===== config.mk =====
export PLATFORM = sky130hd
export DESIGN_NAME = box_pixel_render
export DESIGN_NICKNAME = d
export VERILOG_FILES = /design/src/rtl/box_render_pkg.sv /design/src/rtl/box_hit_test.sv /design/src/rtl/box_pixel_render.sv
export SDC_FILE = /design/constraint.sdc
export NUM_CORES = 1
export LEC_CHECK = 0
export ABC_AREA = 0
export CORE_MARGIN = 8
export CORE_UTILIZATION = 52
export CTS_CLUSTER_SIZE = 10
export DETAILED_ROUTE_END_ITERATION = 6
export GPL_ROUTABILITY_DRIVEN = 1
export PLACE_DENSITY = 0.81
export SYNTH_ARGS = -nofsm -noshare
export SYNTH_HDL_FRONTEND = slang
export SYNTH_SLANG_ARGS = --single-unit

===== constraint.sdc =====
create_clock -name clk_machine -period 3.1 [get_ports clk_machine]
set_input_delay 0.31 -clock clk_machine [delete_from_list [all_inputs] [get_ports clk_machine]]
set_output_delay 0.31 -clock clk_machine [all_outputs]
set_load 0.02 [all_outputs]

===== src/rtl/box_render_pkg.sv =====
// Shared constants, palette ROM and darken helper for the box pixel renderer.
// The darken helper is only referenced when BOX_EDGE_EN is defined.
package box_render_pkg;

    localparam int RGB_W = 12;
    localparam int IDX_W = 5;
    localparam logic [IDX_W-1:0] TRANSPARENT_IDX = '0;

    // Constant 32-entry palette; entries 1-4 and 31 are the ones box_color relies on.
    function automatic logic [RGB_W-1:0] palette_lookup(input logic [IDX_W-1:0] idx);
        logic [RGB_W-1:0] rgb;
        case (idx)
            5'd0:    rgb = 12'h000;
            5'd1:    rgb = 12'hF00;
            5'd2:    rgb = 12'h0F0;
            5'd3:    rgb = 12'h00F;
            5'd4:    rgb = 12'hFF0;
            5'd5:    rgb = 12'h0FF;
            5'd6:    rgb = 12'hF0F;
            5'd7:    rgb = 12'h888;
            5'd31:   rgb = 12'hFFF;
            default: rgb = {idx[3:0], idx[4:1], ~idx[3:0]};
        endcase
        return rgb;
    endfunction

    function automatic logic [RGB_W-1:0] darken(input logic [RGB_W-1:0] c);
        return {1'b0, c[11:9], 1'b0, c[7:5], 1'b0, c[3:1]};
    endfunction

endpackage


===== src/rtl/box_hit_test.sv =====
// Combinational rectangle test with visible-area clip.
// Optional feature macro: BOX_EDGE_EN adds the 1-pixel border flag.
module box_hit_test #(
    parameter int H_BITS   = 10,
    parameter int V_BITS   = 10,
    parameter int BOX_W    = 64,
    parameter int BOX_H    = 32,
    parameter int H_ACTIVE = 640,
    parameter int V_ACTIVE = 480
) (
    input  logic [H_BITS-1:0] i_x,
    input  logic [V_BITS-1:0] i_y,
    input  logic [H_BITS-1:0] i_bx,
    input  logic [V_BITS-1:0] i_by,
`ifdef BOX_EDGE_EN
    output logic              o_edge,
`endif
    output logic              o_hit
);

    // One extra bit so bx+BOX_W can never wrap back into the visible range.
    localparam logic [H_BITS:0] LP_W     = (H_BITS+1)'(BOX_W);
    localparam logic [V_BITS:0] LP_H     = (V_BITS+1)'(BOX_H);
    localparam logic [H_BITS:0] LP_H_ACT = (H_BITS+1)'(H_ACTIVE);
    localparam logic [V_BITS:0] LP_V_ACT = (V_BITS+1)'(V_ACTIVE);

    logic [H_BITS:0] w_x, w_bx, w_bx_end;
    logic [V_BITS:0] w_y, w_by, w_by_end;

    assign w_x      = {1'b0, i_x};
    assign w_y      = {1'b0, i_y};
    assign w_bx     = {1'b0, i_bx};
    assign w_by     = {1'b0, i_by};
    assign w_bx_end = w_bx + LP_W;
    assign w_by_end = w_by + LP_H;

    assign o_hit = (w_x >= w_bx) && (w_x < w_bx_end) &&
                   (w_y >= w_by) && (w_y < w_by_end) &&
                   (w_x < LP_H_ACT) && (w_y < LP_V_ACT);

`ifdef BOX_EDGE_EN
    localparam logic [H_BITS:0] LP_W_M1 = (H_BITS+1)'(BOX_W - 1);
    localparam logic [V_BITS:0] LP_H_M1 = (V_BITS+1)'(BOX_H - 1);

    assign o_edge = (w_x == w_bx) || (w_x == w_bx + LP_W_M1) ||
                    (w_y == w_by) || (w_y == w_by + LP_H_M1);
`endif

endmodule


===== src/rtl/box_pixel_render.sv =====
// Two-stage box renderer: frame-synchronous shadows, hit test, registered palette lookup.
// Optional feature macro: BOX_EDGE_EN darkens the 1-pixel border of drawn boxes.
module box_pixel_render
    import box_render_pkg::*;
#(
    parameter int H_BITS   = 10,
    parameter int V_BITS   = 10,
    parameter int BOX_W    = 64,
    parameter int BOX_H    = 32,
    parameter int H_ACTIVE = 640,
    parameter int V_ACTIVE = 480
) (
    input  logic              clk_machine,
    input  logic              rst_machine,
    input  logic              i_frame_start,
    input  logic              i_pix_valid,
    input  logic [H_BITS-1:0] i_pix_x,
    input  logic [V_BITS-1:0] i_pix_y,
    input  logic [IDX_W-1:0]  i_color_index1,
    input  logic [IDX_W-1:0]  i_color_index2,
    input  logic [H_BITS-1:0] i_box1_x,
    input  logic [V_BITS-1:0] i_box1_y,
    input  logic [H_BITS-1:0] i_box2_x,
    input  logic [V_BITS-1:0] i_box2_y,
    input  logic [RGB_W-1:0]  i_bg_rgb,
    output logic              o_pix_valid,
    output logic [RGB_W-1:0]  o_rgb,
    output logic [1:0]        o_hit
);

    logic [IDX_W-1:0]  r_idx [2];
    logic [H_BITS-1:0] r_bx  [2];
    logic [V_BITS-1:0] r_by  [2];

    logic             r_s1_valid;
    logic [1:0]       r_s1_hit;
    logic [IDX_W-1:0] r_s1_idx;
    logic [RGB_W-1:0] r_s1_bg;

    logic             r_pix_valid;
    logic [RGB_W-1:0] r_rgb;
    logic [1:0]       r_hit;

    logic [1:0]       w_hit;
    logic [1:0]       w_draw;
    logic [IDX_W-1:0] w_sel_idx;
    logic [RGB_W-1:0] w_box_rgb;

`ifdef BOX_EDGE_EN
    logic [1:0]       w_edge;
    logic             w_sel_edge;
    logic             r_s1_edge;
`endif

    generate
        for (genvar gi = 0; gi < 2; gi++) begin : g_box
            box_hit_test #(
                .H_BITS   (H_BITS),
                .V_BITS   (V_BITS),
                .BOX_W    (BOX_W),
                .BOX_H    (BOX_H),
                .H_ACTIVE (H_ACTIVE),
                .V_ACTIVE (V_ACTIVE)
            ) u_hit (
                .i_x    (i_pix_x),
                .i_y    (i_pix_y),
                .i_bx   (r_bx[gi]),
                .i_by   (r_by[gi]),
`ifdef BOX_EDGE_EN
                .o_edge (w_edge[gi]),
`endif
                .o_hit  (w_hit[gi])
            );
        end
    endgenerate

    // Transparent index suppresses a box; box1 wins when both are drawn.
    assign w_draw[0] = w_hit[0] && (r_idx[0] != TRANSPARENT_IDX);
    assign w_draw[1] = w_hit[1] && (r_idx[1] != TRANSPARENT_IDX) && !w_draw[0];
    assign w_sel_idx = w_draw[0] ? r_idx[0] : r_idx[1];

`ifdef BOX_EDGE_EN
    assign w_sel_edge = w_draw[0] ? w_edge[0] : w_edge[1];
    assign w_box_rgb  = r_s1_edge ? darken(palette_lookup(r_s1_idx)) : palette_lookup(r_s1_idx);
`else
    assign w_box_rgb  = palette_lookup(r_s1_idx);
`endif

    always_ff @(posedge clk_machine) begin
        if (rst_machine) begin
            for (int i = 0; i < 2; i++) begin
                r_idx[i] <= '0;
                r_bx[i]  <= '0;
                r_by[i]  <= '0;
            end
            r_s1_valid  <= 1'b0;
            r_s1_hit    <= 2'b00;
            r_s1_idx    <= '0;
            r_s1_bg     <= '0;
`ifdef BOX_EDGE_EN
            r_s1_edge   <= 1'b0;
`endif
            r_pix_valid <= 1'b0;
            r_rgb       <= '0;
            r_hit       <= 2'b00;
        end else begin
            if (i_frame_start) begin
                r_idx[0] <= i_color_index1;
                r_idx[1] <= i_color_index2;
                r_bx[0]  <= i_box1_x;
                r_by[0]  <= i_box1_y;
                r_bx[1]  <= i_box2_x;
                r_by[1]  <= i_box2_y;
            end

            r_s1_valid <= i_pix_valid;
            r_s1_hit   <= i_pix_valid ? w_draw : 2'b00;
            r_s1_idx   <= w_sel_idx;
            r_s1_bg    <= i_bg_rgb;
`ifdef BOX_EDGE_EN
            r_s1_edge  <= w_sel_edge;
`endif

            r_pix_valid <= r_s1_valid;
            if (r_s1_valid) begin
                r_rgb <= (r_s1_hit != 2'b00) ? w_box_rgb : r_s1_bg;
                r_hit <= r_s1_hit;
            end else begin
                r_rgb <= '0;
                r_hit <= 2'b00;
            end
        end
    end

    assign o_pix_valid = r_pix_valid;
    assign o_rgb       = r_rgb;
    assign o_hit       = r_hit;

endmodule


# --- Word level (Yosys, flattened, before mapping) ---
# Memories as Yosys holds them, arrays and structs flattened.
# Cells that the tools add are included.
classes:
  add_sub_neg: 4
  n_mul: 0
  div_mod_pow: 0
  magnitude_cmp: 10
  n_eq_ne: 8
  n_shift: 0
  muxes: 14
  bitwise: 9
  n_reduce_logical: 20
ops:
  columns: ["operator", "count"]
  rows:
  - ["12-bit case mux with 9 select lines", 1]
  - ["10-bit by 11-bit < comparator with 1-bit output", 4]
  - ["10-bit greater-or-equal comparator", 4]
  - ["10-bit two-way mux", 4]
  - ["10-bit by 6-bit adder with 11-bit output, second input constant", 2]
  - ["10-bit by 7-bit adder with 11-bit output, second input constant", 2]
  - ["5-bit by 3-bit == test with 1-bit output, second input constant", 4]
  - ["5-bit two-way mux", 3]
  - ["1-bit logical AND", 13]
  - ["12-bit two-way mux", 1]
  - ["5-bit by 2-bit == test with 1-bit output, second input constant", 2]
  - ["10-bit < comparator, second input constant", 1]
  - ["10-bit by 9-bit < comparator with 1-bit output, second input constant", 1]
  - ["5-bit nonzero test", 2]
  - ["1-bit OR", 6]
  - ["5-bit by 1-bit == test with 1-bit output, second input constant", 1]
  - ["5-bit == test, second input constant", 1]
  - ["5-bit logical NOT", 1]
  - ["1-bit two-way mux", 5]
  - ["4-bit inverter", 1]
  - ["2-bit OR reduction", 2]
  - ["1-bit inverter", 2]
  - ["2-bit nonzero test", 1]
  - ["1-bit logical NOT", 1]
word_totals:
  ff_bits: 35
  latchBits: 0
  ramBits: 50
  romBits: 0
  input_bits: 86
  output_inout_bits: 15
  elab_cells: 75
  memories: 3
mem_list:
  columns: ["memory", "depth", "width", "read_ports", "rd_clocked_by_memory_dff", "write_ports", "line_no", "source"]
  rows:
  - ["r_bx", 2, 10, 2, 0, 2, "box_pixel_render.sv:32", "logic [H_BITS-1:0] r_bx [2];"]
  - ["r_by", 2, 10, 2, 0, 2, "box_pixel_render.sv:33", "logic [V_BITS-1:0] r_by [2];"]
  - ["r_idx", 2, 5, 2, 0, 2, "box_pixel_render.sv:31", "logic [IDX_W-1:0] r_idx [2];"]

# --- Logic depth before layout (Yosys ltp) ---
# Gate-level depths: netlist (run 1).
# An unclocked memory read counts as a cell.
logic_depth:
  depth_word: 11
  depth_mapped: 11
  depth_no_buf: 10

# --- Cells and area by module ---
# From an unflattened synthesis (run 1), not the netlist that was laid out.
hier_totals:
  cells_unflattened: 475
  hier_area_um2: 4912.2
by_module_without_submodules:
  columns: ["module", "instances", "cells_per_inst", "area_each_um2", "seq_area_each_um2"]
  rows:
  - ["box_pixel_render", 1, 244, 3143.0, 2202.1]
  - ["box_hit_test (g_box[0].u_hit)", 1, 114, 890.9, 0.0]
  - ["box_hit_test (g_box[1].u_hit)", 1, 117, 878.3, 0.0]

# --- Least setup slack after synthesis (run 1) ---
# Ideal clock, no wire load.
synth_timing:
  kind: "reg-to-reg"
  start: "memory r_bx[0][6]"
  end: "register r_s1_hit[1]"
  setup_ps: 117
  arrival_ps: 2592
  required_ps: 2983
  setup_slack_ps: 391
  stages_incl_launch_ff: 11
  n_path_buf: 1
  synth_period_minus_slack_ps: 2709
  path_cell_list: "edfxtp_1 > ha_1 > xnor2_1 > ha_1 > a21oi_1 > and2b_2 > o21a_1 > a2111oi_0 > or4b_1 > buf_6 > and4b_1"
synth_rtl:
  columns: ["element", "line_no", "source"]
  rows:
  - ["start, declared", "box_pixel_render.sv:32", null]
  - ["end signal, assigned", "box_pixel_render.sv:117", "r_s1_hit <= i_pix_valid ? w_draw : 2'b00;"]
  - ["end, declared", "box_pixel_render.sv:36", "logic [1:0] r_s1_hit;"]

==> impl.org, run 1 <==
** Pwr
- Summed over all cells, the static leakage comes to 2.63 nW.
- The worst-case IR drop observed on VDD is 259 uV.
- Switching pwr :: 0.709 mW
- Part of the power in combinational logic :: 20.2%
- The share of total power dissipated in the clock network is 29.6%.
- Overall Power :: 2.62 mW
- Proportion of power drawn by flip-flops and latches :: 50.1%
- Areal power density over the cells :: 423 mW/mm^2
- The internal portion of the total power is 1.91 mW.
- Switching share of total power :: 27.1%

** Logic synthesis
- Cell accounting for the most synthesized area :: sky130_fd_sc_hd__edfxtp_1
- Number of standard cells after synthesis :: 464
- In the post-synthesis netlist, the biggest area contributors are sky130_fd_sc_hd__edfxtp_1 (31%), sky130_fd_sc_hd__ha_1 (16%), sky130_fd_sc_hd__dfxtp_1 (14%).
- Each instance of the synthesized netlist takes up on average 10.4 sq um.
- The synthesized netlist occupies a cell area of 0.00484 sq mm.
- By area, the combinational part of the netlist is dominated by simple AND/OR/NAND/NOR gates.
- Xor-xnor portion of the synthesized cell area :: 1.81%
- Counting flops with an async set or reset pin after synthesis yields a share of 0%.
- For this run, the register share of the synthesized area comes to 45.5%.
- When the netlist entered floorplanning its net count stood at 612.
- Ys flop type :: sky130_fd_sc_hd__edfxtp_1
- Count of flip-flops with a built-in enable after synthesis :: 50
- Proportion of synthesized area in mux cells :: 1.24%
- Adder-cell share of the synthesized area :: 16.0%
- The number of different library cells used by synthesis comes to 48.
- The share of synthesized area in the top cell type comes to 31.0%.
- Simple logic cell fraction of the synthesized area :: 17.5%
- Total of warnings raised by yosys :: 0
- Synthesis inferred 85 register bits.
- The synthesized netlist devotes 12.9% of its cell area to compound gates.

** CTS
- Number of clock buffers inserted by TritonCTS :: 9
- H-tree depth :: 3
- After clock tree synthesis, the clock-pin slew on the worst setup and hold paths is 0.09 ns.
- Count of clock tree sinks :: 85
- Cell at the root of the clock tree :: sky130_fd_sc_hd__clkbuf_8
- Clock tree from TritonCTS :: done
- No sink is reached through more buffers than the 2 on the longest clock path.
- Clock network latency to the later pin of the worst-skew pair :: 0.36 ns

** Routing
- Pre-antenna DRT Iters :: 4
- Post-route met1 wirelength :: 4720 um
- After detailed routing, the number of remaining DRC violations is 0.
- Post-DR wirelength/cell :: 15.0 um
- Average vias per placed instance :: 5.28
- Violation count after the first detailed-route iteration :: 134
- Overall via count from detail_route :: 3618
- After detailed routing, the total wire length is 10300 um.
- Final antenna-violating net count :: 0
- Uppermost routed layer :: met4
- Routed wire length on met2 :: 4880 um
- Routed wl met3 :: 562 um

** Critical path
- Cells along the critical path :: ha_1, xnor2_1, ha_1, a21oi_1, and2b_2, o21a_1, a2111oi_0, or4b_4, mux2i_1, nor2_1
- Counting stages on the worst path, the most repeated cell is sky130_fd_sc_hd__ha_1.
- At the worst endpoint, the arrival time is 3.15 ns.
- Category of the worst setup path capture point :: register
- Worst endpoint required time :: 3.35 ns
- Max incr delay on CP :: 0.59 ns
- The largest individual stage delay along the critical path comes from the cell sky130_fd_sc_hd__or4b_4.
- Category of the worst setup path launch point :: register
- CP max FO :: 7
- The worst setup path is of the register to register kind.

** Placed design
- Count of placed standard cells including taps :: 669
- Routability cong. :: 0.889
- At the placement stage, the worst setup path has a slack of 0.129 ns.
- Half-perimeter wire length after detailed placement :: 8200 um
- Port buffering added 100 buffers.

** Floorplanning
- The core region is 0.00915 sq mm.
- In this run the count of I/O pins placed on the die edge is 101.
- The floorplan step set the die height to 112 um.
- Effective utilization at floorplan :: 52.9%
- The floorplan step set the die width to 112 um.
- The initialized floorplan defines 35 standard-cell rows.
- DIE AREA :: 0.0126 sq mm

** STA
- The final-report hold violation count came to 0.
- Minimum period implied by the final worst setup slack :: 2.90 ns
- RSZ-0062 raised after global routing :: no
- Smallest setup slack after layout :: 0.204 ns
- Final max-slew violation count :: 0
- Hold timing on the final database bottoms out at a slack of 0.441 ns.
- Worst slew margin relative to its limit :: 42.9%
- Derived from the worst setup path, the maximum achievable clock frequency is 0.345 GHz.
- Of the available clock period, the critical path in the final layout requires 93.4%.
- The clock arrives with 0.0120 ns of skew.
- Slew at the pin closest to its max-slew limit :: 0.854 ns
- Setup violations remaining at the end of the flow were counted as 0.
- In the final timing run, aggregate negative setup slack is 0 ns.

** Global routing
- Entering global routing, the biggest net connects 29 pins.
- The total overflow left after global routing is 0.
- GRT Total Usage :: 16.7%
- First-pass GRT wire length :: 17300 um
- Antenna violations before repair :: 0
- The number of global-route vias before repair came to 3746.

** Cells and area
- Relative to the synthesized area, the layout overhead comes to 28.1%.
- Total of fill cells in the finished design :: 716
- Share of layout cells above drive strength 1 :: 6.97%
- Non-filler instance count after layout :: 685
- Number of nets at the end of the flow :: 717
- The number of antenna diodes in the final layout is 0.

** Worst hold path
- Path category of the worst min-delay check :: register to register

** Status
- Status :: complete, no violations

** Run
- # Max-Cap Violations :: 0
==> repair_timing <==
item                       CTS  global route
hold buffers                 0             0
buffers inserted             0             0
setup endpoints to repair    0             1
hold endpoints to repair     0             0
resized for setup            0             1
==> layout make-up <==
cell class	count	area, sq um	area share, %
Sequential cell	85	2200	35.5
Clock inverter	6	51.3	0.828
Clock buffer	10	149	2.40
Multi-Input combinational cell	317	2400	38.8
Inverter	48	180	2.91
Tap cell	111	139	2.24
Timing Repair Buffer	108	1070	17.3
==> synth_stat cells (3+ instances only) <==
cell / count
sky130_fd_sc_hd__o21ai_0: 25
sky130_fd_sc_hd__and2_1: 52
sky130_fd_sc_hd__nand4_1: 6
sky130_fd_sc_hd__a21oi_1: 30
sky130_fd_sc_hd__o211a_1: 4
sky130_fd_sc_hd__nand2b_1: 6
sky130_fd_sc_hd__o221a_2: 4
sky130_fd_sc_hd__ha_1: 62
sky130_fd_sc_hd__a21o_1: 7
sky130_fd_sc_hd__mux2i_1: 6
sky130_fd_sc_hd__a211o_1: 4
sky130_fd_sc_hd__clkbuf_1: 13
sky130_fd_sc_hd__nor2_1: 20
sky130_fd_sc_hd__a211oi_1: 3
sky130_fd_sc_hd__edfxtp_1: 50
sky130_fd_sc_hd__nand3_1: 13
sky130_fd_sc_hd__o21a_1: 5
sky130_fd_sc_hd__inv_1: 48
sky130_fd_sc_hd__dfxtp_1: 35
sky130_fd_sc_hd__nor2b_1: 18
sky130_fd_sc_hd__xnor2_1: 10
sky130_fd_sc_hd__nand2_1: 6
sky130_fd_sc_hd__nor3_1: 3
==> critical path: cells and delay by family (launching register included) <==
| kind | cells | cell delay, ns |
|---|---|---|
| AOI/OAI and AO/OA | 3 | 0.61 |
| and+or+nand+nor | 3 | 0.87 |
| DFF | 1 | 0.46 |
| xor gates and xnor gates | 1 | 0.13 |
| adders and majority gates | 2 | 0.55 |
| muxes | 1 | 0.20 |
==> sequential cells by signal (all words and copies together) (netlist names) <==
signal       count
o_rgb           12
r_idx           10
r_bx            20
r_by            20
r_s1_idx         5
o_pix_valid      1
o_hit            2
r_s1_bg         12
r_s1_hit         2
r_s1_valid       1
==> metrics by stage <==
| step | util (%) | area [sq um] |
|---|---|---|
| after CTS | 67.7 | 6190 |
| after detailed placement | 65.5 | 5990 |
| after floorplan | - | 4840 |
| after global placement | 65.5 | 5990 |
| after global routing | 67.7 | 6200 |
| final | 67.7 | 6200 |
==> placed cells by master, fill, tap and decap left out, drive strengths merged, types with 4 or more instances in the layout <==
master and instances:
nand4 6, ha 62, a21oi 30, xnor2 10
o211a 4, nor2 20, clkdlybuf4s50 100, o221a 4
clkbuf 10, nand2 6, nor2b 18, a211o 4
mux2i 6, o21a 5, a21o 9, dfxtp 35
edfxtp 50, and2 52, inv 51, buf 8
o21ai 25, nand3 14, nand2b 6
==> power groups by stage <==
stage / clock (mW) / combinational, mW / sequential (mW)
after floorplan: 0 / 0.311 / 1.33
after global placement: 0 / 0.502 / 1.34
after detailed placement: 0 / 0.523 / 1.34
after CTS: 0.791 / 0.530 / 1.31
after global routing: 0.846 / 0.596 / 1.32
final: 0.776 / 0.530 / 1.31
==> kinds of logic (layout without fill, tap and decap cells) <==
family / Yosys count / after routing
buffers and inverters: 62 / 172
XOR/XNOR: 10 / 10
AO/OA/AOI/OAI: 96 / 96
multiplexers: 6 / 6
flip-flops: 85 / 85
adder cells (fa/ha/maj): 62 / 62
AND/OR/NAND/NOR: 143 / 143
==> routing by layer <==
layer / vias to the layer above / track usage, %
met4: 0 / 5.13
met5: - / 0
li1: 1851 / -
met3: 12 / 4.88
met2: 91 / 27.6
met1: 1664 / 20.5
==> final timing paths <==
kind / start / endpoint / slack, ns / depth (start not counted)
setup / recovery: r_bx[0][6]$_SDFFCE_PN0P_ / r_s1_idx[1]$_SDFF_PP0_ / 0.20 / 10
hold / removal: r_s1_hit[0]$_SDFF_PP0_ / o_hit[0]$_SDFF_PP0_ / 0.44 / 1
setup reg to reg: r_bx[0][6]$_SDFFCE_PN0P_ / r_s1_idx[1]$_SDFF_PP0_ / 0.20 / 10
hold reg to reg: r_s1_hit[0]$_SDFF_PP0_ / o_hit[0]$_SDFF_PP0_ / 0.44 / 1
No activity file was read; power rests on OpenSTA's default activity.
==> inputs of run 2 (changes only) <==
--- a/config.mk
+++ b/config.mk
@@ -6,7 +6,7 @@
 export NUM_CORES = 1
 export LEC_CHECK = 0
 export ABC_AREA = 0
-export CORE_MARGIN = 8
+export CORE_MARGIN = 2
 export CORE_UTILIZATION = 52
 export CTS_CLUSTER_SIZE = 10
 export DETAILED_ROUTE_END_ITERATION = 6
==> impl.org, run 2 (synthesis gave the netlist of run 1 again) <==
** CTS
- Clock tree buffer depth :: 2
- Number of clock buffers inserted by TritonCTS :: 9
- Count of clock tree sinks :: 85
- After clock tree synthesis, the clock-pin slew on the worst setup and hold paths is 0.09 ns.
- TritonCTS built the clock tree.
- CTS placed an instance of sky130_fd_sc_hd__clkbuf_8 at the clock tree root.
- H-tree depth :: 3
- After clock tree synthesis, the flow added hold-fix buffers numbering 0.
- For the worst-skew pair, the clock arrives at the later sink with an insertion delay of 0.36 ns.

** Pwr
- Per report_power, the sequential group accounts for 49.7% of the total.
- Switching share of total power :: 27.5%
- Clk network pwr share :: 30.1%
- IR analysis of the VDD net gives a maximum drop of 269 uV.
- Summed over all cells, the static leakage comes to 2.64 nW.
- Cell-internal power :: 1.92 mW
- Dividing total power by cell area gives a power density of 425 mW/mm^2.
- For this design the total switching power over the nets is 0.727 mW.
- Combinational cells account for 20.2% of the total power.

** Cells and area
- From synthesis to final layout, the design area changed by 28.5%.
- Most common cell after layout, fill and taps aside :: sky130_fd_sc_hd__clkdlybuf4s50_1
- The repair_antennas step left the layout with diodes totalling 0.
- Final core area utilization :: 67.9%
- Share of layout cells above drive strength 1 :: 7.29%
- Number of nets at the end of the flow :: 719
- The largest registers in the layout are r_bx: 20 flops, r_by: 20 flops.
- The library cells used most frequently in the layout, excluding fill and tap cells, are sky130_fd_sc_hd__clkdlybuf4s50_1 (100), sky130_fd_sc_hd__ha_1 (62), sky130_fd_sc_hd__and2_1 (52).
- The finished layout holds 687 standard cells, fillers aside.

** Routing
- Drt total wl :: 10200 um
- Final antenna-violating net count :: 0
- For this run, design rule violations remaining after detail routing come to 0.
- The first detailed-routing pass ran for 5 iterations.
- Post-DR wirelength/cell :: 14.8 um
- Average vias per placed instance :: 5.32
- Overall via count from detail_route :: 3658
- After the first detailed-routing iteration, the DRC count stood at 166.

** Global routing
- After global routing the overflow that remains totals 0.
- Entering global routing, the biggest net connects 29 pins.
- Antenna violations before repair :: 0
- First-pass GRT wire length :: 17000 um
- Across every metal layer, demand over resource in global routing totals 21.3%.
- Vias in the first global route :: 3735

** Floorplanning
- In this run the count of I/O pins placed on the die edge is 101.
- The die is 100 um wide.
- DIE AREA :: 0.0101 sq mm
- Die height :: 100 um
- Core Box Area :: 0.00915 sq mm
- For this configuration, the core starts out at a cell density of 52.9%.
- After floorplanning, the core was divided into 35 placement rows.

** Placed design
- Summed over all nets, the half-perimeter wirelength after detailed placement is 8170 um.
- Count of placed standard cells including taps :: 671
- Number of I/O port buffers :: 100
- Routability cong. :: 0.852

** Run
- The tool flagged a number of max-cap violations equal to 0.

** Critical path
- Of all nets on the critical path, the largest fanout is 7.
- Category of the worst setup path capture point :: register
- Worst endpoint required time :: 3.34 ns
- Crit Path Class :: register to register
- Cell repeated most along the worst path :: sky130_fd_sc_hd__ha_1
- STA classifies the critical path startpoint as a register.
- The largest single stage delay on the critical path is 0.60 ns.
- The slowest stage of the critical path belongs to the cell sky130_fd_sc_hd__or4b_4.
- Walking the worst path, the cells encountered are ha_1, xnor2_1, ha_1, a21oi_1, and2b_2, o21a_1, a2111oi_0, or4b_4, mux2i_1, nor2_1.
- CP Data Arrival Time :: 3.26 ns

** STA
- In the finished design, the share of the clock period the worst path needs comes to 97.4%.
- Timing would allow up to 0.331 GHz.
- The worst path needs 3.02 ns of the cycle, external delays included.
- Fin. Hold Viols :: 0
- Worst slew margin relative to its limit :: 52.3%
- Setup violations remaining at the end of the flow were counted as 0.
- Slew at the pin closest to its max-slew limit :: 0.713 ns
- Between clock sinks in the finished design, the worst skew comes to 0.0161 ns.
- Final max-slew violation count :: 0

** Worst hold path
- Path category of the worst min-delay check :: register to register

** Status
- The flow ran to the end, and the final reports show no timing, DRC or antenna violations.
run 2: changes by cell type in the layout (fill, tap and decap cells not counted), sizes merged:
cell / change
clkinv: -2
inv: +2
buf: +2
run 2: metrics by stage:
stage / setup WS [ns] / instance area, sq um / TNS (ns) / total power, mW / hold WS [ns]
after floorplan: 0.391 / 4840 / 0 / 1.64 / 0.421
after global placement: 0.195 / 6010 / 0 / 1.84 / 0.438
after detailed placement: 0.0954 / 6010 / 0 / 1.87 / 0.436
after CTS: 0.0446 / 6210 / 0 / 2.66 / 0.458
after global routing: -0.0223 / 6220 / -0.0427 / 2.78 / 0.480
final: 0.0811 / 6220 / 0 / 2.64 / 0.457
run 2: repair_timing:
action	CTS	global route
hold endpoints to repair	0	0
gates resized for setup	0	1
buffers inserted	0	0
setup endpoints to repair	0	6
run 2: routing by layer:
layer	GRT usage (%)	wire [um]	share of wire, %
met1	26.9	4520	44
met2	36.3	5020	49
met3	4.32	472	4.6
met4	7.27	173	1.7
met5	0	0	0
run 2: critical path: cells and delay by family, from the launching register on:
family	cells	cell delay, ns
DFF	1	0.47
and+or+nand+nor	3	0.88
muxes	1	0.20
xor gates and xnor gates	1	0.13
AOI/OAI and AO/OA	3	0.68
adders and majority gates	2	0.57
run 2: layout make-up:
cell class / instances / area [sq um]
sequential: 85 / 2200
clock buffer: 10 / 149
timing repair buffer: 110 / 1090
inverter: 48 / 180
fill: 703 / 2940
clock inverter: 6 / 57.6
multi-input combinational: 317 / 2400
tap: 111 / 139
run 2: path summary, 6_finish.rpt:
kind	from	cells after the start	slack [ns]	end
worst max register to register	r_bx[0][6]$_SDFFCE_PN0P_	10	0.08	r_s1_idx[1]$_SDFF_PP0_
worst min register to register	r_s1_hit[0]$_SDFF_PP0_	1	0.46	o_hit[0]$_SDFF_PP0_
worst min-delay path	r_s1_hit[0]$_SDFF_PP0_	1	0.46	o_hit[0]$_SDFF_PP0_
worst max-delay path	r_bx[0][6]$_SDFFCE_PN0P_	10	0.08	r_s1_idx[1]$_SDFF_PP0_
run 2: power by group through the flow:
stage / Sequential, mW / Clock (mW) / Combinational (mW)
finish: 1.31 / 0.796 / 0.534
global placement: 1.33 / 0 / 0.504
floorplan: 1.33 / 0 / 0.311
global route: 1.32 / 0.857 / 0.604
detailed placement: 1.34 / 0 / 0.531
CTS: 1.31 / 0.810 / 0.536
